**src/rtl/axi_4_lite_mst_pkg.sv**
```systemverilog
// Shared types and constants for the AXI4-Lite master engine.
package axi_4_lite_mst_pkg;

  localparam int C_AXI_ADDR_WIDTH = 32;
  localparam int C_AXI_DATA_WIDTH = 32;

  localparam logic [1:0] RESP_OKAY   = 2'b00;
  localparam logic [1:0] RESP_EXOKAY = 2'b01;
  localparam logic [1:0] RESP_SLVERR = 2'b10;
  localparam logic [1:0] RESP_DECERR = 2'b11;

  typedef enum logic [2:0] {
    MST_ST_IDLE    = 3'd0,
    MST_ST_WR      = 3'd1,
    MST_ST_WR_RESP = 3'd2,
    MST_ST_RD_ADDR = 3'd3,
    MST_ST_RD_DATA = 3'd4,
    MST_ST_RSP     = 3'd5
  } mst_state_e;

  // Timer only has to hold values up to cycles-1; keep at least one bit.
  function automatic int timer_width(input int cycles);
    return (cycles < 2) ? 1 : $clog2(cycles);
  endfunction

endpackage

```
**src/rtl/axi_4_lite_mst_if.sv**
```systemverilog
// AXI4-Lite bus bundle with master/slave views.
interface axi_4_lite_mst_if #(
  parameter int ADDR_WIDTH = 32,
  parameter int DATA_WIDTH = 32
);
  logic                    AWVALID, AWREADY;
  logic [ADDR_WIDTH-1:0]   AWADDR;
  logic [2:0]              AWPROT;
  logic                    WVALID, WREADY;
  logic [DATA_WIDTH-1:0]   WDATA;
  logic [DATA_WIDTH/8-1:0] WSTRB;
  logic                    BVALID, BREADY;
  logic [1:0]              BRESP;
  logic                    ARVALID, ARREADY;
  logic [ADDR_WIDTH-1:0]   ARADDR;
  logic [2:0]              ARPROT;
  logic                    RVALID, RREADY;
  logic [DATA_WIDTH-1:0]   RDATA;
  logic [1:0]              RRESP;

  modport master (
    output AWVALID, AWADDR, AWPROT, WVALID, WDATA, WSTRB, BREADY,
           ARVALID, ARADDR, ARPROT, RREADY,
    input  AWREADY, WREADY, BVALID, BRESP, ARREADY, RVALID, RDATA, RRESP
  );

  modport slave (
    input  AWVALID, AWADDR, AWPROT, WVALID, WDATA, WSTRB, BREADY,
           ARVALID, ARADDR, ARPROT, RREADY,
    output AWREADY, WREADY, BVALID, BRESP, ARREADY, RVALID, RDATA, RRESP
  );
endinterface

```
**src/rtl/axi_4_lite_mst.sv**
```systemverilog
// AXI4-Lite master: one command in, one AXI4-Lite transaction out, one
// response back. Adds a local alignment check and a recovery timeout.
module axi_4_lite_mst
  import axi_4_lite_mst_pkg::*;
#(
  parameter int ADDR_WIDTH     = C_AXI_ADDR_WIDTH,
  parameter int DATA_WIDTH     = C_AXI_DATA_WIDTH,
  parameter int TIMEOUT_CYCLES = 256,
  parameter int ALIGN_CHECK    = 1
) (
  input  logic                    M_AXI_ACLK,
  input  logic                    M_AXI_ARESET,
  input  logic                    CMD_VALID,
  output logic                    CMD_READY,
  input  logic                    CMD_WRITE,
  input  logic [ADDR_WIDTH-1:0]   CMD_ADDR,
  input  logic [DATA_WIDTH-1:0]   CMD_WDATA,
  input  logic [DATA_WIDTH/8-1:0] CMD_WSTRB,
  output logic                    RSP_VALID,
  input  logic                    RSP_READY,
  output logic                    RSP_WRITE,
  output logic [DATA_WIDTH-1:0]   RSP_RDATA,
  output logic [1:0]              RSP_RESP,
  output logic                    RSP_TIMEOUT,
  axi_4_lite_mst_if.master        M_AXI
);

  localparam int STRB_W     = DATA_WIDTH / 8;
  localparam int ALIGN_BITS = $clog2(STRB_W);
  localparam int TW         = timer_width(TIMEOUT_CYCLES);

  mst_state_e              state_q, state_d;
  logic [TW-1:0]           timer_q, timer_d;
  logic                    cmd_ready_q, cmd_ready_d;
  logic                    write_q, write_d;
  logic [ADDR_WIDTH-1:0]   addr_q, addr_d;
  logic [DATA_WIDTH-1:0]   wdata_q, wdata_d;
  logic [STRB_W-1:0]       wstrb_q, wstrb_d;
  logic                    awvalid_q, awvalid_d, wvalid_q, wvalid_d, bready_q, bready_d;
  logic                    arvalid_q, arvalid_d, rready_q, rready_d;
  logic                    rsp_valid_q, rsp_valid_d, rsp_write_q, rsp_write_d;
  logic [DATA_WIDTH-1:0]   rsp_rdata_q, rsp_rdata_d;
  logic [1:0]              rsp_resp_q, rsp_resp_d;
  logic                    rsp_timeout_q, rsp_timeout_d;
  logic                    busy, timed_out, abort, aw_ok, w_ok, misaligned;

  assign misaligned = (ALIGN_CHECK != 0) && (CMD_ADDR[ALIGN_BITS-1:0] != '0);

  // Next-state, timer and registered-output computation.
  always_comb begin
    state_d       = state_q;
    timer_d       = timer_q;
    cmd_ready_d   = cmd_ready_q;
    write_d       = write_q;
    addr_d        = addr_q;
    wdata_d       = wdata_q;
    wstrb_d       = wstrb_q;
    awvalid_d     = awvalid_q;
    wvalid_d      = wvalid_q;
    bready_d      = bready_q;
    arvalid_d     = arvalid_q;
    rready_d      = rready_q;
    rsp_valid_d   = rsp_valid_q;
    rsp_write_d   = rsp_write_q;
    rsp_rdata_d   = rsp_rdata_q;
    rsp_resp_d    = rsp_resp_q;
    rsp_timeout_d = rsp_timeout_q;
    abort         = 1'b0;
    busy      = (state_q == MST_ST_WR) || (state_q == MST_ST_WR_RESP) ||
                (state_q == MST_ST_RD_ADDR) || (state_q == MST_ST_RD_DATA);
    timed_out = busy && (TIMEOUT_CYCLES != 0) && (timer_q == TW'(TIMEOUT_CYCLES - 1));
    // Saturating count so a disabled or very long timeout never wraps.
    if (busy && (timer_q != '1)) timer_d = timer_q + TW'(1);
    // A write channel is "done" once its VALID has dropped or it handshakes now.
    aw_ok = !awvalid_q || M_AXI.AWREADY;
    w_ok  = !wvalid_q  || M_AXI.WREADY;

    case (state_q)
      MST_ST_IDLE: begin
        cmd_ready_d = 1'b1;
        if (CMD_VALID && cmd_ready_q) begin
          cmd_ready_d = 1'b0;
          write_d     = CMD_WRITE;
          addr_d      = CMD_ADDR;
          wdata_d     = CMD_WDATA;
          wstrb_d     = CMD_WSTRB;
          timer_d     = '0;
          if (misaligned) begin
            // Rejected locally: no bus traffic at all.
            state_d       = MST_ST_RSP;
            rsp_valid_d   = 1'b1;
            rsp_write_d   = CMD_WRITE;
            rsp_resp_d    = RESP_SLVERR;
            rsp_rdata_d   = '0;
            rsp_timeout_d = 1'b0;
          end else if (CMD_WRITE) begin
            state_d   = MST_ST_WR;
            awvalid_d = 1'b1;
            wvalid_d  = 1'b1;
          end else begin
            state_d   = MST_ST_RD_ADDR;
            arvalid_d = 1'b1;
          end
        end
      end
      MST_ST_WR: begin
        if (awvalid_q && M_AXI.AWREADY) awvalid_d = 1'b0;
        if (wvalid_q  && M_AXI.WREADY)  wvalid_d  = 1'b0;
        if (aw_ok && w_ok) begin
          state_d  = MST_ST_WR_RESP;
          bready_d = 1'b1;
        end else if (timed_out) begin
          abort = 1'b1;
        end
      end
      MST_ST_WR_RESP: begin
        if (M_AXI.BVALID) begin
          state_d       = MST_ST_RSP;
          bready_d      = 1'b0;
          rsp_valid_d   = 1'b1;
          rsp_write_d   = 1'b1;
          rsp_resp_d    = M_AXI.BRESP;
          rsp_rdata_d   = '0;
          rsp_timeout_d = 1'b0;
        end else if (timed_out) begin
          abort = 1'b1;
        end
      end
      MST_ST_RD_ADDR: begin
        if (M_AXI.ARREADY) begin
          state_d   = MST_ST_RD_DATA;
          arvalid_d = 1'b0;
          rready_d  = 1'b1;
        end else if (timed_out) begin
          abort = 1'b1;
        end
      end
      MST_ST_RD_DATA: begin
        if (M_AXI.RVALID) begin
          state_d       = MST_ST_RSP;
          rready_d      = 1'b0;
          rsp_valid_d   = 1'b1;
          rsp_write_d   = 1'b0;
          rsp_resp_d    = M_AXI.RRESP;
          // Error responses never leak slave data to the requester.
          rsp_rdata_d   = (M_AXI.RRESP == RESP_OKAY || M_AXI.RRESP == RESP_EXOKAY) ?
                          M_AXI.RDATA : '0;
          rsp_timeout_d = 1'b0;
        end else if (timed_out) begin
          abort = 1'b1;
        end
      end
      MST_ST_RSP: begin
        if (RSP_READY) begin
          state_d     = MST_ST_IDLE;
          rsp_valid_d = 1'b0;
          cmd_ready_d = 1'b1;
        end
      end
      default: state_d = MST_ST_IDLE;
    endcase

    // Recovery path: withdraw from the bus and report a local SLVERR.
    if (abort) begin
      state_d       = MST_ST_RSP;
      awvalid_d     = 1'b0;
      wvalid_d      = 1'b0;
      bready_d      = 1'b0;
      arvalid_d     = 1'b0;
      rready_d      = 1'b0;
      rsp_valid_d   = 1'b1;
      rsp_write_d   = write_q;
      rsp_resp_d    = RESP_SLVERR;
      rsp_rdata_d   = '0;
      rsp_timeout_d = 1'b1;
    end
  end

  // State and output registers with synchronous reset.
  always_ff @(posedge M_AXI_ACLK) begin
    if (M_AXI_ARESET) begin
      state_q       <= MST_ST_IDLE;
      timer_q       <= '0;
      cmd_ready_q   <= 1'b0;
      write_q       <= 1'b0;
      addr_q        <= '0;
      wdata_q       <= '0;
      wstrb_q       <= '0;
      awvalid_q     <= 1'b0;
      wvalid_q      <= 1'b0;
      bready_q      <= 1'b0;
      arvalid_q     <= 1'b0;
      rready_q      <= 1'b0;
      rsp_valid_q   <= 1'b0;
      rsp_write_q   <= 1'b0;
      rsp_rdata_q   <= '0;
      rsp_resp_q    <= '0;
      rsp_timeout_q <= 1'b0;
    end else begin
      state_q       <= state_d;
      timer_q       <= timer_d;
      cmd_ready_q   <= cmd_ready_d;
      write_q       <= write_d;
      addr_q        <= addr_d;
      wdata_q       <= wdata_d;
      wstrb_q       <= wstrb_d;
      awvalid_q     <= awvalid_d;
      wvalid_q      <= wvalid_d;
      bready_q      <= bready_d;
      arvalid_q     <= arvalid_d;
      rready_q      <= rready_d;
      rsp_valid_q   <= rsp_valid_d;
      rsp_write_q   <= rsp_write_d;
      rsp_rdata_q   <= rsp_rdata_d;
      rsp_resp_q    <= rsp_resp_d;
      rsp_timeout_q <= rsp_timeout_d;
    end
  end

  assign CMD_READY     = cmd_ready_q;
  assign RSP_VALID     = rsp_valid_q;
  assign RSP_WRITE     = rsp_write_q;
  assign RSP_RDATA     = rsp_rdata_q;
  assign RSP_RESP      = rsp_resp_q;
  assign RSP_TIMEOUT   = rsp_timeout_q;

  assign M_AXI.AWVALID = awvalid_q;
  assign M_AXI.AWADDR  = addr_q;
  assign M_AXI.AWPROT  = 3'b000;
  assign M_AXI.WVALID  = wvalid_q;
  assign M_AXI.WDATA   = wdata_q;
  assign M_AXI.WSTRB   = wstrb_q;
  assign M_AXI.BREADY  = bready_q;
  assign M_AXI.ARVALID = arvalid_q;
  assign M_AXI.ARADDR  = addr_q;
  assign M_AXI.ARPROT  = 3'b000;
  assign M_AXI.RREADY  = rready_q;

endmodule
```
**src/flat_wrapper.sv**
```systemverilog
// flat-port wrapper written by rule: the top's interface ports become plain ports
module axi_4_lite_mst_flat import axi_4_lite_mst_pkg::*;
#(
  parameter int ADDR_WIDTH     = C_AXI_ADDR_WIDTH,
  parameter int DATA_WIDTH     = C_AXI_DATA_WIDTH,
  parameter int TIMEOUT_CYCLES = 256,
  parameter int ALIGN_CHECK    = 1
)
  (M_AXI_ACLK, M_AXI_ARESET, CMD_VALID, CMD_READY, CMD_WRITE, CMD_ADDR, CMD_WDATA, CMD_WSTRB, RSP_VALID, RSP_READY, RSP_WRITE, RSP_RDATA, RSP_RESP, RSP_TIMEOUT, M_AXI_AWVALID, M_AXI_AWADDR, M_AXI_AWPROT, M_AXI_WVALID, M_AXI_WDATA, M_AXI_WSTRB, M_AXI_BREADY, M_AXI_ARVALID, M_AXI_ARADDR, M_AXI_ARPROT, M_AXI_RREADY, M_AXI_AWREADY, M_AXI_WREADY, M_AXI_BVALID, M_AXI_BRESP, M_AXI_ARREADY, M_AXI_RVALID, M_AXI_RDATA, M_AXI_RRESP);
  axi_4_lite_mst_if #(.ADDR_WIDTH(ADDR_WIDTH), .DATA_WIDTH(DATA_WIDTH)) M_AXI_i ();
  input  logic M_AXI_ACLK;
  input  logic M_AXI_ARESET;
  input  logic CMD_VALID;
  output logic CMD_READY;
  input  logic CMD_WRITE;
  input  logic [ADDR_WIDTH-1:0] CMD_ADDR;
  input  logic [DATA_WIDTH-1:0] CMD_WDATA;
  input  logic [DATA_WIDTH/8-1:0] CMD_WSTRB;
  output logic RSP_VALID;
  input  logic RSP_READY;
  output logic RSP_WRITE;
  output logic [DATA_WIDTH-1:0] RSP_RDATA;
  output logic [1:0] RSP_RESP;
  output logic RSP_TIMEOUT;
  output wire logic [$bits(M_AXI_i.AWVALID)-1:0] M_AXI_AWVALID;
  output wire logic [$bits(M_AXI_i.AWADDR)-1:0] M_AXI_AWADDR;
  output wire logic [$bits(M_AXI_i.AWPROT)-1:0] M_AXI_AWPROT;
  output wire logic [$bits(M_AXI_i.WVALID)-1:0] M_AXI_WVALID;
  output wire logic [$bits(M_AXI_i.WDATA)-1:0] M_AXI_WDATA;
  output wire logic [$bits(M_AXI_i.WSTRB)-1:0] M_AXI_WSTRB;
  output wire logic [$bits(M_AXI_i.BREADY)-1:0] M_AXI_BREADY;
  output wire logic [$bits(M_AXI_i.ARVALID)-1:0] M_AXI_ARVALID;
  output wire logic [$bits(M_AXI_i.ARADDR)-1:0] M_AXI_ARADDR;
  output wire logic [$bits(M_AXI_i.ARPROT)-1:0] M_AXI_ARPROT;
  output wire logic [$bits(M_AXI_i.RREADY)-1:0] M_AXI_RREADY;
  input wire logic [$bits(M_AXI_i.AWREADY)-1:0] M_AXI_AWREADY;
  input wire logic [$bits(M_AXI_i.WREADY)-1:0] M_AXI_WREADY;
  input wire logic [$bits(M_AXI_i.BVALID)-1:0] M_AXI_BVALID;
  input wire logic [$bits(M_AXI_i.BRESP)-1:0] M_AXI_BRESP;
  input wire logic [$bits(M_AXI_i.ARREADY)-1:0] M_AXI_ARREADY;
  input wire logic [$bits(M_AXI_i.RVALID)-1:0] M_AXI_RVALID;
  input wire logic [$bits(M_AXI_i.RDATA)-1:0] M_AXI_RDATA;
  input wire logic [$bits(M_AXI_i.RRESP)-1:0] M_AXI_RRESP;
  assign M_AXI_AWVALID = M_AXI_i.AWVALID;
  assign M_AXI_AWADDR = M_AXI_i.AWADDR;
  assign M_AXI_AWPROT = M_AXI_i.AWPROT;
  assign M_AXI_WVALID = M_AXI_i.WVALID;
  assign M_AXI_WDATA = M_AXI_i.WDATA;
  assign M_AXI_WSTRB = M_AXI_i.WSTRB;
  assign M_AXI_BREADY = M_AXI_i.BREADY;
  assign M_AXI_ARVALID = M_AXI_i.ARVALID;
  assign M_AXI_ARADDR = M_AXI_i.ARADDR;
  assign M_AXI_ARPROT = M_AXI_i.ARPROT;
  assign M_AXI_RREADY = M_AXI_i.RREADY;
  assign M_AXI_i.AWREADY = M_AXI_AWREADY;
  assign M_AXI_i.WREADY = M_AXI_WREADY;
  assign M_AXI_i.BVALID = M_AXI_BVALID;
  assign M_AXI_i.BRESP = M_AXI_BRESP;
  assign M_AXI_i.ARREADY = M_AXI_ARREADY;
  assign M_AXI_i.RVALID = M_AXI_RVALID;
  assign M_AXI_i.RDATA = M_AXI_RDATA;
  assign M_AXI_i.RRESP = M_AXI_RRESP;
  axi_4_lite_mst #(.ADDR_WIDTH(ADDR_WIDTH), .DATA_WIDTH(DATA_WIDTH), .TIMEOUT_CYCLES(TIMEOUT_CYCLES), .ALIGN_CHECK(ALIGN_CHECK)) u_core (.M_AXI_ACLK(M_AXI_ACLK), .M_AXI_ARESET(M_AXI_ARESET), .CMD_VALID(CMD_VALID), .CMD_READY(CMD_READY), .CMD_WRITE(CMD_WRITE), .CMD_ADDR(CMD_ADDR), .CMD_WDATA(CMD_WDATA), .CMD_WSTRB(CMD_WSTRB), .RSP_VALID(RSP_VALID), .RSP_READY(RSP_READY), .RSP_WRITE(RSP_WRITE), .RSP_RDATA(RSP_RDATA), .RSP_RESP(RSP_RESP), .RSP_TIMEOUT(RSP_TIMEOUT), .M_AXI(M_AXI_i));
endmodule
```
**config.mk**
```make
export PLATFORM = sky130hd
export DESIGN_NAME = axi_4_lite_mst_flat
export DESIGN_NICKNAME = d
export VERILOG_FILES = /design/src/rtl/axi_4_lite_mst_pkg.sv /design/src/rtl/axi_4_lite_mst_if.sv /design/src/rtl/axi_4_lite_mst.sv /design/src/flat_wrapper.sv
export SDC_FILE = /design/constraint.sdc
export NUM_CORES = 1
export LEC_CHECK = 0
export CAP_MARGIN = 15
export CORE_MARGIN = 5
export CORE_UTILIZATION = 43
export CTS_CLUSTER_SIZE = 25
export DETAILED_ROUTE_END_ITERATION = 10
export GPL_ROUTABILITY_DRIVEN = 0
export PLACE_DENSITY = 0.9
export SLEW_MARGIN = 20
export SYNTH_ARGS = -nofsm -noshare
export SYNTH_HDL_FRONTEND = slang
export SYNTH_SLANG_ARGS = --single-unit
```
**constraint.sdc**
```tcl
create_clock -name M_AXI_ACLK -period 4.5 [get_ports M_AXI_ACLK]
set_input_delay 1.125 -clock M_AXI_ACLK [delete_from_list [all_inputs] [get_ports M_AXI_ACLK]]
set_output_delay 1.125 -clock M_AXI_ACLK [all_outputs]
set_load 0.02 [all_outputs]
```
# [Yosys cells after proc, flatten, opt, wreduce, memory -nomap -nowiden]
# Index checks and enable logic that the tools add are counted.
[classes] addsub=1 eq_ne=27 mux=67 n_reduce_logical=38
[op_table] operator="32-bit two-way mux" count=5
[op_table] operator="32-bit case mux with 3 select lines" count=1
[op_table] operator="1-bit two-way mux" count=32
[op_table] operator="5-bit AND reduction" count=5
[op_table] operator="3-bit two-way mux" count=8
[op_table] operator="8-bit two-way mux" count=3
[op_table] operator="2-bit != test (second input constant)" count=10
[op_table] operator="3-bit case mux with 6 select lines" count=1
[op_table] operator="6-bit AND reduction" count=3
[op_table] operator="3-bit by 2-bit != test with 1-bit output (second input constant)" count=5
[op_table] operator="2-bit two-way mux" count=6
[op_table] operator="1-bit case mux with 2 select lines" count=6
[op_table] operator="2-bit nonzero test" count=6
[op_table] operator="8-bit by 1-bit adder with 8-bit output (second input constant)" count=1
[op_table] operator="8-bit == test (second input constant)" count=1
[op_table] operator="8-bit != test (second input constant)" count=1
[op_table] operator="1-bit case mux with 4 select lines" count=2
[op_table] operator="3-bit by 2-bit == test with 1-bit output (second input constant)" count=2
[op_table] operator="3-bit == test (second input constant)" count=2
[op_table] operator="1-bit logical AND" count=6
[op_table] operator="1-bit logical OR" count=6
[op_table] operator="3-bit by 1-bit != test with 1-bit output (second input constant)" count=2
[op_table] operator="1-bit case mux with 3 select lines" count=2
[op_table] operator="2-bit case mux with 3 select lines" count=1
[op_table] operator="other kinds (12)" count=16
[totals] regBits=123 inputBits=114 out_inout_bits=149 word_cells=152

# [Longest topological paths before layout]
[logic_depth] depth_word=10 mapped_depth=8 ltp_nobuf=6

# [Worst setup path before layout]
# Ideal clock, no wire load.
[synth_path] kind="input to register" start="input port M_AXI_ARREADY" end="register u_core.rsp_rdata_q[15] (netlist: u_core.RSP_RDATA[15])" setup_time_ns=0.115 t_arrival_ns=2.398 t_required_ns=4.385 setup_slack_ns=1.987 stages=7 path_buffers=2 path_cell_list="and4bb_1 > a31oi_2 > a311oi_4 > or2_1 > buf_6 > buf_6 > a21oi_2"
[synth_via] elab_chain_len=3
[synth_rtl] item="from (decl)" line_no="flat_wrapper.sv:40" rtl="input wire logic [$bits(M_AXI_i.ARREADY)-1:0] M_AXI_ARREADY;"
[synth_rtl] item="1-bit two-way mux" line_no="axi_4_lite_mst.sv:130" rtl="if (M_AXI.ARREADY) begin"
[synth_rtl] item="1-bit case mux with 4 select lines" line_no="axi_4_lite_mst.sv:78" rtl="case (state_q)"
[synth_rtl] item="2-bit OR reduction (no line)"
[synth_rtl] item="to (signal assigned)" line_no="axi_4_lite_mst.sv:214" rtl="rsp_rdata_q <= rsp_rdata_d;"
[synth_rtl] item="to (decl)" line_no="axi_4_lite_mst.sv:42" rtl="logic [DATA_WIDTH-1:0] rsp_rdata_q, rsp_rdata_d;"
# No other way between the ends.
# A chain may end at the register's enable or synchronous reset.

# [Worst setup path after layout]
[layout_path] start="input port M_AXI_ARREADY" end="register u_core.arvalid_q (netlist: u_core.M_AXI.ARVALID)"
[layout_via] elab_chain_len=3 elab_cells_between_ends=5 classes_between="eq/ne: 1; mux: 2; reduce/logical: 2"
[layout_rtl] item="1-bit two-way mux" line_no="axi_4_lite_mst.sv:130"
[layout_rtl] item="1-bit case mux with 4 select lines" line_no="axi_4_lite_mst.sv:78"
[layout_rtl] item="2-bit OR reduction (no line)"
[layout_rtl] item="to (signal assigned)" line_no="axi_4_lite_mst.sv:210" rtl="arvalid_q <= arvalid_d;"
[layout_rtl] item="to (decl)" line_no="axi_4_lite_mst.sv:40" rtl="logic arvalid_q, arvalid_d, rready_q, rready_d;"
# Several ways; a longest one is shown, not always the timed one.

==> summary.md <==
| Metric | Value |
|---|---|
| H-tree depth | 4 |
| Post-route minimum period | 2.96 ns |
| Detailed placement HPWL | 11.5 mm |
| Overflow after GRT | 0 |
| Mapped Cells | 638 |
| P&R area growth vs syn | 58.5% |
| Cell area after placement | approximately 0.0074 mm^2 |
| GR peak layer | met2 |
| Worst-margin pin slew | 0.722 ns |
| DIE WIDTH | 119 um |
| Cell taking the most area after synthesis | dfxtp_1 |
| First-pass iteration count of the detailed router | 6 |
| Type of the setup path with the least slack | in -> reg |
| Share of cell area taken by muxes after synthesis | 0.615% |
| Post-synthesis async set-or-reset flop share | 0% |
| Total via count after detailed routing | 5145 |
| Number of buffer cells added on primary ports | 256 |
| Max-Slew Margin vs Limit | about half |
| Final worst clock skew | 0.00683 ns |
| CTS max path bufs | 2 |
| Total DRC errors in the routed layout | 0 |
| Setup repair after global routing missed its margin | no |
| Chain of cells forming the critical path | clkdlybuf4s50_1, and4bb_1, a31oi_2, a311oi_4, or2_1, buf_4, nor3_1 |
| Num rows | 39 |
| First-pass GRT wire length | 25.7 mm |
| Highest clock rate | 0.338 GHz |
| Area share of fa/ha/maj cells after synthesis | 0.246% |
| CP Data Arrival Time | approximately 3.2 ns |
| Total power | 0.00416 W |
| Maximum vdd ir drop | 0.302 mV |
| Number of clock buffers inserted by TritonCTS | 17 |
| Root buf cell | clkbuf_16 |
| Clk sinks | 123 |
| Final-report hold violation count | 0 |
| Worst setup slack after placement | 1.16 ns |
| Req. time, crit path | 4.78 ns |
| Violation count after the first detailed-routing iteration | approximately 420 |
| Kind of end point of the critical path | flop |
| Run status | finished clean |
| Sequential share of the synthesized area | between 40% and 50% |
| CP peak stage delay | 0.57 ns |
| Initial cell density of the core | approximately 44% |
| Grt met3 use | 8.79% |
| Vertical die dimension | approximately 120 um |
| Final Net Count | about 960 |
| Overall die area | 0.0141 mm^2 |
| Placeable core region | between 0.01 and 0.015 mm^2 |
| Number of global-route vias before repair | 5128 |
| Number of fill cells in the layout | 855 |
| Total count of max-transition violations in the final report | 0 |
| Static power due to leakage | around 2.8 nW |
| Most area-consuming cells after synthesis | dfxtp_1 (48%), nand2_1 (14%), a21oi_1 (11%) |
| Per-instance average area after synthesis | 7.97 um^2 |
| Antenna violation net count after detailed routing | 0 |
| Clock transition at the registers of the reported paths | around 0.05 ns |
| Setup Fix Bufs, Post-CTS | 0 |
| Number of top-level pins | 263 |
| Grt met1 use | 25.0% |
| Via count normalized by instance count | 5.15 |
| Hold buffer count at CTS | 0 |
| Ant. Diodes | 0 |
| Synth Flop Type | dfxtp_1 |
| Mapped Area | 0.00508 mm^2 |
| Mean routed wirelength per cell | 16.1 um |
| Critical-path cell with the highest stage delay | a311oi_4 |
| Setup Viol. Count Final | 0 |
| Met2 Usage GRT | between 30% and 40% |
| Reported max-cap violation count | 0 |
| Final WL | about 16 mm |
| Cells resized by post-CTS repair | 0 |
| Xor and xnor area share after synthesis | 0.689% |
| Largest net degree at the start of global routing | 59 |
| Post-synthesis share of cell area spent on and, or, nand and nor gates | 23.0% |
| Final instance area | 0.00806 mm^2 |
| Number of register bits inferred by synthesis | roughly 120 |
| Share of final-layout standard cells stronger than drive strength 1 | under 10% |
| Number of warning messages in the yosys log | 0 |
| Startpoint type of the worst setup path | primary input |
| Number of distinct library cells after synthesis | 52 |
| CTS tree | done |
| Class of the worst hold path | reg -> reg |
| Fraction of the cycle the final worst path needs | 65.7% |
| Compound-cell area share of the yosys netlist | around 17% |
| Power density of the placed cells | 516 mW/mm^2 |
| Antenna violations before repair | 0 |
| Yosys top cell area share | between 40% and 50% |
| Setup tns final | 0 ns |
| Clk Latency, worst-skew pair | 0.41 ns |
| Number of flops mapped to enable cells by yosys | 0 |
| Minimum setup slack in the final design | 1.54 ns |
| Dominant combinational cell family by area after synthesis | simple AND/OR/NAND/NOR gates |
| Highest net fanout along the worst path | 39 |
| GRT Overall Usage | 22.4% |
==> registers in the layout (all words and copies together) (netlist names) <==
register	flops
u_core.M_AXI.WDATA	32
u_core.RSP_WRITE	1
u_core.M_AXI.BREADY	1
u_core.RSP_RESP	2
u_core.M_AXI.WVALID	1
u_core.M_AXI.ARVALID	1
u_core.timer_q	8
u_core.write_q	1
u_core.M_AXI.ARADDR	32
u_core.M_AXI.AWVALID	1
u_core.M_AXI.RREADY	1
u_core.RSP_VALID	1
u_core.M_AXI.WSTRB	4
u_core.RSP_RDATA	32
u_core.state_q	3
u_core.RSP_TIMEOUT	1
u_core.CMD_READY	1
==> cell families after synthesis <==
family / count (synthesis)
simple gates: 275
compound gates: 146
flops: 123
buf+inv: 85
xor+xnor: 4
mux: 3
fa+ha+maj: 1
other cells: 1
==> critical path, delay by kind of cell <==
family | cells | cell delay (ns)
AND/OR/NAND/NOR | 3 | 0.61
AO/OA/AOI/OAI | 2 | 0.65
buffers and inverters | 2 | 0.84
==> cells in the final DEF, fill, tap and decap left out, types with 3 or more instances in the layout <==
master           count
a21oi_1            108
buf_4                7
a21oi_2             10
nand2_1            186
dfxtp_1            123
nand2b_1             3
conb_1               6
inv_1                3
o21ai_0              5
or3_1                4
clkdlybuf4s50_1    255
clkbuf_16           17
clkbuf_8             3
nand4_1              3
nor2_1              19
bufinv_16            4
nand3_1             38
nor3_1               7
==> per-stage QoR <==
step	hold WS (ns)	util, %	cells
4_1_cts	0.450	69.9	1000
6_report	0.449	69.9	1000
5_1_grt	0.466	69.9	1000
2_1_floorplan	0.432	-	643
3_3_place_gp	0.437	64.4	968
3_5_place_dp	0.443	64.4	968
==> Yosys cell counts (3+ instances only) <==
cell type,n
nor3_1,8
dfxtp_1,123
inv_1,3
o21ai_0,5
nand4_1,3
nand2b_1,3
nand2_1,186
or3_1,4
buf_2,14
buf_4,38
nor2_1,19
clkbuf_1,26
a21oi_2,10
a21oi_1,108
nand3_1,38
==> path summary, 6_finish.rpt <==
path                                                        start                           endpoint  slack [ns]  depth (start not counted)
worst min register to register  u_core.RSP_RDATA[30]$_SDFFE_PP0P_  u_core.RSP_RDATA[30]$_SDFFE_PP0P_        0.45                          2
worst max register to register     u_core.state_q[0]$_SDFFE_PP0P_  u_core.M_AXI.ARVALID$_SDFFE_PP0P_        1.90                          6
worst min-delay path            u_core.RSP_RDATA[30]$_SDFFE_PP0P_  u_core.RSP_RDATA[30]$_SDFFE_PP0P_        0.45                          2
worst max-delay path                                M_AXI_ARREADY  u_core.M_AXI.ARVALID$_SDFFE_PP0P_        1.54                          7
==> report_power, final <==
group / switching (W) / internal, W / total (W) / leakage (nW)
registers: 0.000137 / 0.00124 / 0.00138 / 0.997
clock network: 0.000481 / 0.000971 / 0.00145 / 0.307
logic: 0.000750 / 0.000580 / 0.00133 / 1.51
total: 0.00137 / 0.00279 / 0.00416 / 2.82
==> per-layer routing <==
layer | share of wire [%] | routed length, um
met5 | 0 | 0
met4 | 2.3 | 368
met3 | 9.6 | 1540
met2 | 49 | 7910
met1 | 39 | 6310
==> area by class of cell <==
type	instances	area, um^2	area share, %
clock buffers	22	474	5.89
flip-flops and latches	123	2460	30.6
clock inverters	10	163	2.02
inverters	4	15.0	0.186
well taps	143	179	2.22
repair buffers	263	2610	32.4
multi-input cells	435	2150	26.7
Power figures use the tool's default switching activity.
